--- src/rtl/shift_sequencer.sv ---
// Iterative shift unit. It accepts one request over a valid/ready handshake
// and shifts the operand by at most STEP bits per cycle. The result is held
// on a second valid/ready handshake until the consumer takes it.
module shift_sequencer #(
  parameter int WIDTH = 32,
  parameter int STEP  = 4
) (
  input  logic             clk,
  input  logic             rst,
  input  logic             in_valid,
  output logic             in_ready,
  input  logic [WIDTH-1:0] a,
  input  logic [31:0]      shamt,
  input  logic [1:0]       ALUop,
  output logic             out_valid,
  input  logic             out_ready,
  output logic [WIDTH-1:0] result,
  output logic             busy
);

  // The remaining count must be able to hold WIDTH itself.
  // The per-cycle step count must be able to hold STEP itself.
  localparam int CW = $clog2(WIDTH + 1);
  localparam int SW = $clog2(STEP + 1);

  typedef enum logic [1:0] {IDLE, SHIFT, DONE} state_t;

  state_t           state_reg, state_next;
  logic [WIDTH-1:0] work_reg;
  logic [CW-1:0]    rem_reg;
  logic             left_reg;
  logic             arith_reg;
  logic             sign_reg;

  logic             accept;
  logic [CW-1:0]    n_clamped;
  logic [SW-1:0]    step_amt;
  logic [WIDTH-1:0] step_cand [0:STEP];

  assign accept = in_valid && (state_reg == IDLE);

  // A full 32-bit compare keeps large shift amounts from wrapping modulo WIDTH.
  assign n_clamped = (shamt >= 32'(WIDTH)) ? CW'(WIDTH) : shamt[CW-1:0];

  // Take a full STEP while enough bits remain. Otherwise take only the remainder.
  assign step_amt = (rem_reg < CW'(STEP)) ? rem_reg[SW-1:0] : SW'(STEP);

  // The narrow shifter builds one candidate per legal step size, 0..STEP.
  // A right shift fills its vacated upper bits with the sign latched at
  // acceptance, but only for arithmetic ops.
  generate
    for (genvar gi = 0; gi <= STEP; gi++) begin : g_step
      logic [WIDTH-1:0] fill_mask;
      assign fill_mask     = (arith_reg && sign_reg) ? ~({WIDTH{1'b1}} >> gi) : '0;
      assign step_cand[gi] = left_reg ? (work_reg << gi) : ((work_reg >> gi) | fill_mask);
    end
  endgenerate

  // State register.
  always_ff @(posedge clk) begin
    if (rst) state_reg <= IDLE;
    else     state_reg <= state_next;
  end

  // Next-state logic. A zero-length shift skips SHIFT entirely.
  always_comb begin
    state_next = state_reg;
    case (state_reg)
      IDLE:    if (in_valid) state_next = (n_clamped == '0) ? DONE : SHIFT;
      SHIFT:   if (rem_reg <= CW'(STEP)) state_next = DONE;
      DONE:    if (out_ready) state_next = IDLE;
      default: state_next = IDLE;
    endcase
  end

  // Datapath: latch the request on acceptance, then advance one step per SHIFT cycle.
  always_ff @(posedge clk) begin
    if (rst) begin
      work_reg  <= '0;
      rem_reg   <= '0;
      left_reg  <= 1'b0;
      arith_reg <= 1'b0;
      sign_reg  <= 1'b0;
    end else if (accept) begin
      work_reg  <= a;
      rem_reg   <= n_clamped;
      left_reg  <= ALUop[1];
      arith_reg <= ALUop[0];
      sign_reg  <= a[WIDTH-1];
    end else if (state_reg == SHIFT) begin
      work_reg  <= step_cand[step_amt];
      rem_reg   <= rem_reg - CW'(step_amt);
    end
  end

  // Outputs are decoded from state only, so no input reaches an output combinationally.
  // result is masked outside DONE, so partial values are never visible.
  assign in_ready  = (state_reg == IDLE);
  assign out_valid = (state_reg == DONE);
  assign busy      = (state_reg != IDLE);
  assign result    = (state_reg == DONE) ? work_reg : '0;

endmodule

--- config.mk ---
export PLATFORM = sky130hd
export DESIGN_NAME = shift_sequencer
export DESIGN_NICKNAME = d
export VERILOG_FILES = /design/src/rtl/shift_sequencer.sv
export SDC_FILE = /design/constraint.sdc
export NUM_CORES = 1
export LEC_CHECK = 0
export CORE_UTILIZATION = 40
export CTS_BUF_LIST = sky130_fd_sc_hd__clkbuf_2 sky130_fd_sc_hd__clkbuf_4 sky130_fd_sc_hd__clkbuf_8
export DETAILED_ROUTE_END_ITERATION = 16
export PLACE_DENSITY = 0.66
export SLEW_MARGIN = 20
export SYNTH_ARGS = -nofsm -noshare
export SYNTH_HDL_FRONTEND = slang
export SYNTH_SLANG_ARGS = --single-unit
--- constraint.sdc ---
create_clock -name clk -period 2.78 [get_ports clk]
set_clock_uncertainty 0.1 [all_clocks]
set_input_delay 0.556 -clock clk [delete_from_list [all_inputs] [get_ports clk]]
set_output_delay 0.556 -clock clk [all_outputs]
set_load 0.02 [all_outputs]
# After elaboration in Yosys (flattened, before gate mapping)
# Cells that the tools add are included.
[word_totals] ff_bits=43 latchBits=0 mem_bits_rw=0 rom_bits=0 inputBits=70 output_inout_bits=35 word_cells=51 n_memories=0
[op_classes] n_addsub=1 n_mul=0 n_div=0 n_lt_le_gt_ge=4 eq_ne=5 shift=0 n_mux=23 bitwise=5 reduce_logical=7
[op_table] cell="$mux W32" count=13
[op_table] cell="$bmux W32 S3" count=1
[op_table] cell="$ge A32 B6 Y1 const B" count=1
[op_table] cell="$or A28 B32 Y32" count=1
[op_table] cell="$or A29 B32 Y32" count=1
[op_table] cell="$or A30 B32 Y32" count=1
[op_table] cell="$or A31 B32 Y32" count=1
[op_table] cell="$mux W6" count=3
[op_table] cell="$mux W2" count=4
[op_table] cell="$le A6 B3 Y1 const B" count=1
[op_table] cell="$logic_not A6 Y1" count=1
[op_table] cell="$lt A6 B3 Y1 const B" count=1
[op_table] cell="$pmux W2 S3" count=1
[op_table] cell="$sub A6 B3 Y6" count=1
[op_table] cell="$ge A4 B4 Y1 const B" count=1
[op_table] cell="$ne A2 B2 Y1 const B" count=2
[op_table] cell="$not A3 Y4" count=1
[op_table] cell="$reduce_bool A2 Y1" count=2
[op_table] cell="$mux W3" count=1
[op_table] cell="$reduce_and A3 Y1" count=1
[op_table] cell="$eq A2 B1 Y1 const B" count=1
[op_table] cell="$eq A2 B2 Y1 const B" count=1
[op_table] cell="$logic_and A1 B1 Y1" count=2
[op_table] cell="$logic_not A2 Y1" count=1
[op_table] cell="$ne A2 B1 Y1 const B" count=1

# Logic depth before layout (Yosys ltp)
[logic_depth] ltp_word=9 ltp_mapped=10 ltp_nobuf=7

# Least setup slack after synthesis
# No wires, ideal clock.
[synth_path] path_type="register to register" startpoint="register rem_reg[4]" endpoint="register rem_reg[4]" setup_ns=0.086 arrival_time_ns=2.075 setup_slack_ns=0.520 path_stages_with_launch=11 n_path_buf=3 period_less_slack_ns=2.260 cell_sequence="dfxtp_1 -> clkbuf_1 -> or4_4 -> buf_6 -> clkbuf_1 -> nand2_1 -> ha_1 -> nor2_1 -> a21oi_1 -> o311a_1 -> a211oi_1"
[synth_via] elab_chain_cells=5
[synth_lines] item="from (decl)" line="30" text="logic [CW-1:0] rem_reg;"
[synth_lines] item="from (signal assigned)" line="86" text="rem_reg <= n_clamped;"
[synth_lines] item="from (signal assigned)" line="92" text="rem_reg <= rem_reg - CW'(step_amt);"
[synth_lines] item="$lt A6 B3 Y1" line="46" text="assign step_amt = (rem_reg < CW'(STEP)) ? rem_reg[SW-1:0] : SW'(STEP);"
[synth_lines] item="$mux W3" line="46"
[synth_lines] item="$sub A6 B3 Y6 *" line="92"
[synth_lines] item="$mux W6 *" line="90" text="end else if (state_reg == SHIFT) begin"
[synth_lines] item="$mux W6 *" line="84" text="end else if (accept) begin"
# Every way passes the cells marked *; elsewhere a longest branch is shown, timed or not. The select of a mux whose other input is x is not followed.
# A chain may end at the register's enable or synchronous reset.

# Worst setup path after layout
[layout_path] startpoint="register state_reg[1]" endpoint="output port result[14]"
[layout_via] elab_chain_cells=2
[layout_lines] item="from (decl)" line="28" text="state_t state_reg, state_next;"
[layout_lines] item="from (signal assigned)" line="62" text="else state_reg <= state_next;"
[layout_lines] item="$eq A2 B2 Y1" line="101" text="assign result = (state_reg == DONE) ? work_reg : '0;"
[layout_lines] item="$mux W32" line="101"
[layout_lines] item="to (decl)" line="17" text="output logic [WIDTH-1:0] result,"
# No other way between the ends.

==> summary.txt <==
==========================================================================================
Average instance area after synthesis                                            7.954 µm²
Areal power density over the cells                                            380.8 nW/µm²
Area of the placeable core                                                       10890 µm²
Total detailed-routing wirelength                                                 15620 µm
Static Leak                                                                       1.971 nW
DR iter-0 viols                                                                        484
Final critical-path setup slack                                                  0.2229 ns
Worst slew pin tran                                                              0.9546 ns
Portion of the post-synthesis area used by sequential elements                      19.22%
Maximum Capacitance Violations                                                           0
Category of the critical setup timing path                                    register to output port
Required @ worst endpoint                                                          2.12 ns
Number of I/O port buffers                                                             104
Clk_lat worst skew                                                                 0.30 ns
Startpoint of the lowest-slack hold path                                      sign_reg$_SDFFE_PP0P_
Slowest stage cell on the critical path                                       clkdlybuf4s50_1
Via count of the first global-routing pass                                            4751
Hold Slack                                                                       0.4235 ns
Worst path max stage delay                                                         0.60 ns
Hold Crit Class                                                               register to register
Deepest clock path buffer count                                                          2
Initial Utilization                                                                 41.13%
Grt total ovfl                                                                           0
Nature of the critical path endpoint                                           output port
Ys Warns                                                                                 0
Main area contributors after synthesis                                        dfxtp_1 19%, mux4_2 9.6%, mux2_2 6.8%
Layout overhead on the synthesized area                                             29.00%
Final worst path period share                                                       91.98%
Final total negative setup slack                                                      0 ns
Met2 Use GR                                                                         44.23%
Critical Path Fanout Max                                                                32
Number of antenna diodes                                                                 0
Die height                                                                        107.8 µm
Number of nets produced by synthesis                                                   634
Post-detailed-route count of antenna-violating nets                                      0
CTS Sinks                                                                               43
Place WS                                                                         0.1360 ns
Gates resized, CTS repair                                                                0
GR Util met3                                                                        3.874%
Net total in the final layout                                                          711
Number of flip-flops in the largest register                                            32
Die Area                                                                         11620 µm²
Startpoint of the lowest-slack register-to-register path                      rem_reg[5]$_SDFFE_PP0P_
Die X-Extent                                                                      107.8 µm
Number of endpoints failing setup at the final stage                                     0
Unrepaired setup endpoints after global routing                                      false
Site row count                                                                          38
Wire length of the first global-routing pass                                      24640 µm
Post-cts hold buffer count                                                               0
Maximum number of pins on one net before global-route repair                            39
Boundary pin count                                                                     105
Clock edge transition at the registers on the reported setup and hold paths        0.09 ns
Root buf cell                                                                     clkbuf_8
Async set-or-reset flop fraction in the synthesized netlist                             0%
Number of enable flip-flop cells after synthesis                                         0
Antenna violations before repair                                                         0
Post-synth top area cell                                                           dfxtp_1
Post-DR wirelength/cell                                                           20.00 µm
Primary FF master, synth                                                           dfxtp_1
Post-layout power                                                                 2.200 mW
Remaining DRCs                                                                           0
Share of Yosys cell area claimed by the top area cell type                          19.22%
Number of post-CTS setup repair buffers                                                  0
Num CTS Buffers                                                                          5
Via/cell ratio                                                                       6.373
Met1 track demand over resource                                                     35.69%
CP Launch Type                                                                    register
Worst voltage drop across the vdd grid                                         0.0002363 V
Most common cell after layout, fill and taps aside                            clkdlybuf4s50_1
Launching instance or port of the critical path                               state_reg[1]$_SDFFE_PP0P_
Cell breakdown of the critical path                                           nor2b_2, buf_4, and2_1, clkdlybuf4s50_1
Synth Register Bits                                                                     43
CTS tree                                                                             built
Count of different cell masters after synthesis                                         65
Crit path arrival time                                                             1.90 ns
Number of vias in the routed layout                                                   4977
Cell area after placement                                                         5673 µm²
Final min period                                                                  2.557 ns
Number of levels in the clock H-tree                                                     2
Area of all placed cells without fillers                                          5777 µm²
Cells after Synth                                                                      563
Peak-usage layer in the global routing report                                         met2
Highest-count cells in the layout ignoring fill and taps                      104 x clkdlybuf4s50_1, 63 x nand2_1, 45 x a21oi_1
Rel. slew slack                                                                     36.23%
Total global routing track utilization                                              26.86%
Netlist area before placement                                                     4478 µm²
Detail Placement HPWL                                                             10890 µm
Final Hold Vio Count                                                                     0
TritonRoute pass-1 iters                                                                 6
Result of the run                                                             finished, final reports clean
Proportion of layout cells with a drive suffix above 1                              15.91%
Final estimated routing congestion in global placement                              0.8888
Max-slew violations                                                                      0
Maximum clock frequency                                                          391.1 MHz
==========================================================================================
-- where the power goes --
| part | total (mW) | switching (mW) | internal (mW) |
|---|---|---|---|
| Clock | 0.472 | 0.234 | 0.237 |
| Combinational | 0.910 | 0.470 | 0.439 |
| Sequential | 0.818 | 0.140 | 0.679 |
| Total | 2.20 | 0.844 | 1.36 |
-- worst max-delay path, delay by kind of cell (launching register included) --
family / cells / cell delay, ns
buffers and inverters: 2 / 0.90
AND/OR/NAND/NOR: 2 / 0.35
flip-flops: 1 / 0.34
-- per-stage QoR --
| stage | instances | util, % |
|---|---|---|
| floorplan | 563 | - |
| global placement | 773 | 52.10 |
| detailed placement | 773 | 52.10 |
| CTS | 781 | 53.06 |
| global route | 781 | 53.06 |
| finish | 781 | 53.06 |
-- synthesized netlist by cell type, types with 5 or more instances --
library cell	instances
nand2_1	63
a21oi_1	45
dfxtp_1	43
and2_1	38
clkbuf_1	37
o21ai_0	28
mux2_2	27
mux2i_1	23
buf_2	20
mux4_2	19
a22oi_1	16
a31oi_1	15
nand2b_1	12
nor2b_1	12
nor2_1	11
nor4_1	11
a32o_1	9
inv_1	8
a211oi_1	7
o22ai_1	7
nand3_1	6
o21a_1	6
o221ai_1	6
a221oi_1	5
buf_1	5
nand4_1	5
nor3_1	5
-- area by class of cell --
| cell class | count | area [µm²] |
|---|---|---|
| Clock buffer | 8 | 103.9 |
| Fill cell | 1062 | 5111 |
| Inverter | 9 | 33.78 |
| Multi-Input combinational cell | 443 | 3279 |
| Sequential cell | 43 | 863.3 |
| Tap cell | 140 | 175.2 |
| Timing Repair Buffer | 138 | 1321 |
-- logic make-up after synthesis --
kind of cell	share of synthesized area, %
AO/OA/AOI/OAI	28.75
AND/OR/NAND/NOR	22.46
buffers and inverters	7.711
multiplexers	21.49
flip-flops	19.22
adder cells (fa/ha/maj)	0.2794
other	0.08374
-- routing by layer --
layer	part of all wire (%)	routed length [µm]
met5	0	0
met4	2.4	380
met3	7.1	1116
met2	47	7409
met1	43	6712
-- path summary, 6_finish.rpt --
| path | end | slack [ns] | cells after the start |
|---|---|---|---|
| hold / removal | sign_reg$_SDFFE_PP0P_ | 0.42 | 2 |
| setup reg to reg | work_reg[25]$_SDFFE_PP0P_ | 0.29 | 4 |
| hold reg to reg | sign_reg$_SDFFE_PP0P_ | 0.42 | 2 |
| setup / recovery | result[14] | 0.22 | 4 |
Power figures use the tool's default switching activity.
==> edit (same flow settings) <==
The 3 states of `state_t` get a one-hot encoding in 3 bits.
--- a/src/rtl/shift_sequencer.sv
+++ b/src/rtl/shift_sequencer.sv
@@ -23,7 +23,7 @@
   localparam int CW = $clog2(WIDTH + 1);
   localparam int SW = $clog2(STEP + 1);
 
-  typedef enum logic [1:0] {IDLE, SHIFT, DONE} state_t;
+  typedef enum logic [2:0] {IDLE = 3'b001, SHIFT = 3'b010, DONE = 3'b100} state_t;
 
   state_t           state_reg, state_next;
   logic [WIDTH-1:0] work_reg;
Behaviour: no difference found for any inputs over 10 cycles, from zero or initial values and one cycle with rst high; not proved beyond that.
==> edit against the original RTL <==
  * Final cell count increased by 2.2%
  * Utilization grew 0.16 points
  * Wire length fell by 11%
  * Synthesized area down 5.1%
  * Setup slack worse by 0.024 ns
  * Total power is 17% lower
  * Sequential cell count grew 1
  * Non-clock buffer count fell by 5
  * Cell area is 4.9% lower
  * Largest power group is now registers
  * Highest routed layer unchanged
==> edit: results (changes against the original RTL) <==
Worst Hold Class register to register; Initial DRC Count 337 (-30%); Seq/Total Area, Yosys 0.207 (+0.0151); master cell of the clock root buffer clkbuf_8; Slowest cell on crit path clkdlybuf4s50_1; unique cell type count in the Yosys netlist 61 (-6.2%); Placed Instances 790 (+2.2%); drt first pass iters 5 (-1); worst vdd ir 220 uV (-6.9%); WHS 0.373 ns (-0.0501 ns); hold path depth 2 (unchanged); max FFs per register 32 (unchanged); routed wire length 13900 um (-11%); first-pass GRT wire length 23000 um (-6.6%); top_reg_cell synth dfxtp_1; fill count 993 (-6.5%); R2R Path End work_reg[25]$_SDFFE_PP0P_; Seq pwr share 0.444 (+0.072); synth top area cells dfxtp_1 (21%), mux2i_1 (14%), a21oi_1 (5.9%), and2_1 (5.2%), nand2_1 (4.6%); clock latency on the worst-skew pair 0.30 ns (about the same); worst path arrival time 1.93 ns (+0.03 ns); nets 732 (+3.0%); combinational power share 0.307 (-0.107); HP Start sign_reg$_SDFFE_PP0P_; average vias per placed instance 6.07 (-4.7%); GR Layer Usage met1 0.327 (-0.0298); GR Util met3 0.0487 (+0.00992); synth cell count leaders mux2i_1 (60), nand2_1 (52), a21oi_1 (50); P_int 1.19 mW (-12%); status finished, final reports clean; Min-Delay Endpoint sign_reg$_SDFFE_PP0P_; Antenna Cells 0 (unchanged); detailed placement HPWL 9780 um (-10%); CTS clk-pin slew, worst paths 0.09 ns (about the same); Crit path largest cell delay 0.60 ns (about the same); Total GRT Usage 0.253 (-0.0154); met2 Track Usage GR 0.419 (-0.0232); GP Congestion 0.877 (-1.3%); Post-synth ARST share 0 (unchanged); Post-CTS Setup Bufs 0 (unchanged); Buffers on Ports 104 (unchanged); internal reg-to-reg setup slack 0.47 ns (+0.18 ns); worst slack, placed 0.328 ns (+0.192 ns); P_leak 1.73 nW (-12%); PostCTS Resize Cnt 0 (unchanged); Num CTS Buffers 5 (unchanged); antenna viol nets, final 0 (unchanged); Worst-Margin Slew 0.782 ns (-0.173 ns); fraction of layout cells with a size suffix above 1 0.0785 (-0.0806); largest net degree at the start of global routing 38 (-2.6%); vias in the first global route 4691 (-1.3%); final cell count without fillers 798 (+2.2%); synthesized instance count 591 (+5.0%); placed cell area 5400 um^2 (-4.9%); total power 1.82 mW (-17%); Clock Tree Buf Depth 2 (unchanged); Yosys warning count 0 (unchanged); Critical Path Fanout Max 23 (-28%); reg2reg start rem_reg[2]$_SDFFE_PP0P_; Mapped Nets 662 (+4.4%)
edit: changes by cell type in the layout (fill, tap and decap cells not counted), moves of 11 or more:
cell / change
mux2i_1: +37
nor2_1: +27
mux2_2: -22
nor3_1: +18
o22ai_1: +18
mux4_2: -17
a211oi_1: +11
nand2_1: -11
edit: cell type report:
| type | instances | area (um^2) | area share |
|---|---|---|---|
| timing repair buffer | 133 | 1270 | 0.231 |
| tap | 136 | 170 | 0.0310 |
| clock buffer | 8 | 97.6 | 0.0178 |
| inverter | 6 | 22.5 | 0.00410 |
| sequential | 44 | 883 | 0.161 |
| multi-input combinational | 471 | 3050 | 0.555 |
edit: metal layers:
metal / routed length, um / part of all wire
met1: 6090 / 0.44
met2: 6430 / 0.46
met3: 1130 / 0.081
met4: 274 / 0.020
met5: 0 / 0
edit: worst max-delay path by stage:
| stage | from | slack, ns | cells after the start | end |
|---|---|---|---|---|
| 2_1_floorplan | rem_reg[3]$_SDFFE_PP0P_ | 0.48 | 10 | rem_reg[4]$_SDFFE_PP0P_ |
| 3_3_place_gp | in_valid | 0.37 | 4 | work_reg[25]$_SDFFE_PP0P_ |
| 3_5_place_dp | in_valid | 0.33 | 4 | work_reg[25]$_SDFFE_PP0P_ |
| 4_1_cts | state_reg[2]$_SDFFE_PP0P_ | 0.19 | 4 | result[12] |
| 5_1_grt | state_reg[2]$_SDFFE_PP0P_ | 0.10 | 4 | result[1] |
| 6_report | state_reg[2]$_SDFFE_PP0P_ | 0.20 | 4 | result[0] |
edit: cell families after synthesis:
logic type	synth area share
multiplexers	0.165
flip-flops	0.207
AND/OR/NAND/NOR	0.259
AO/OA/AOI/OAI	0.287
adder cells (fa/ha/maj)	0.00294
other	0.000883
buffers and inverters	0.0783
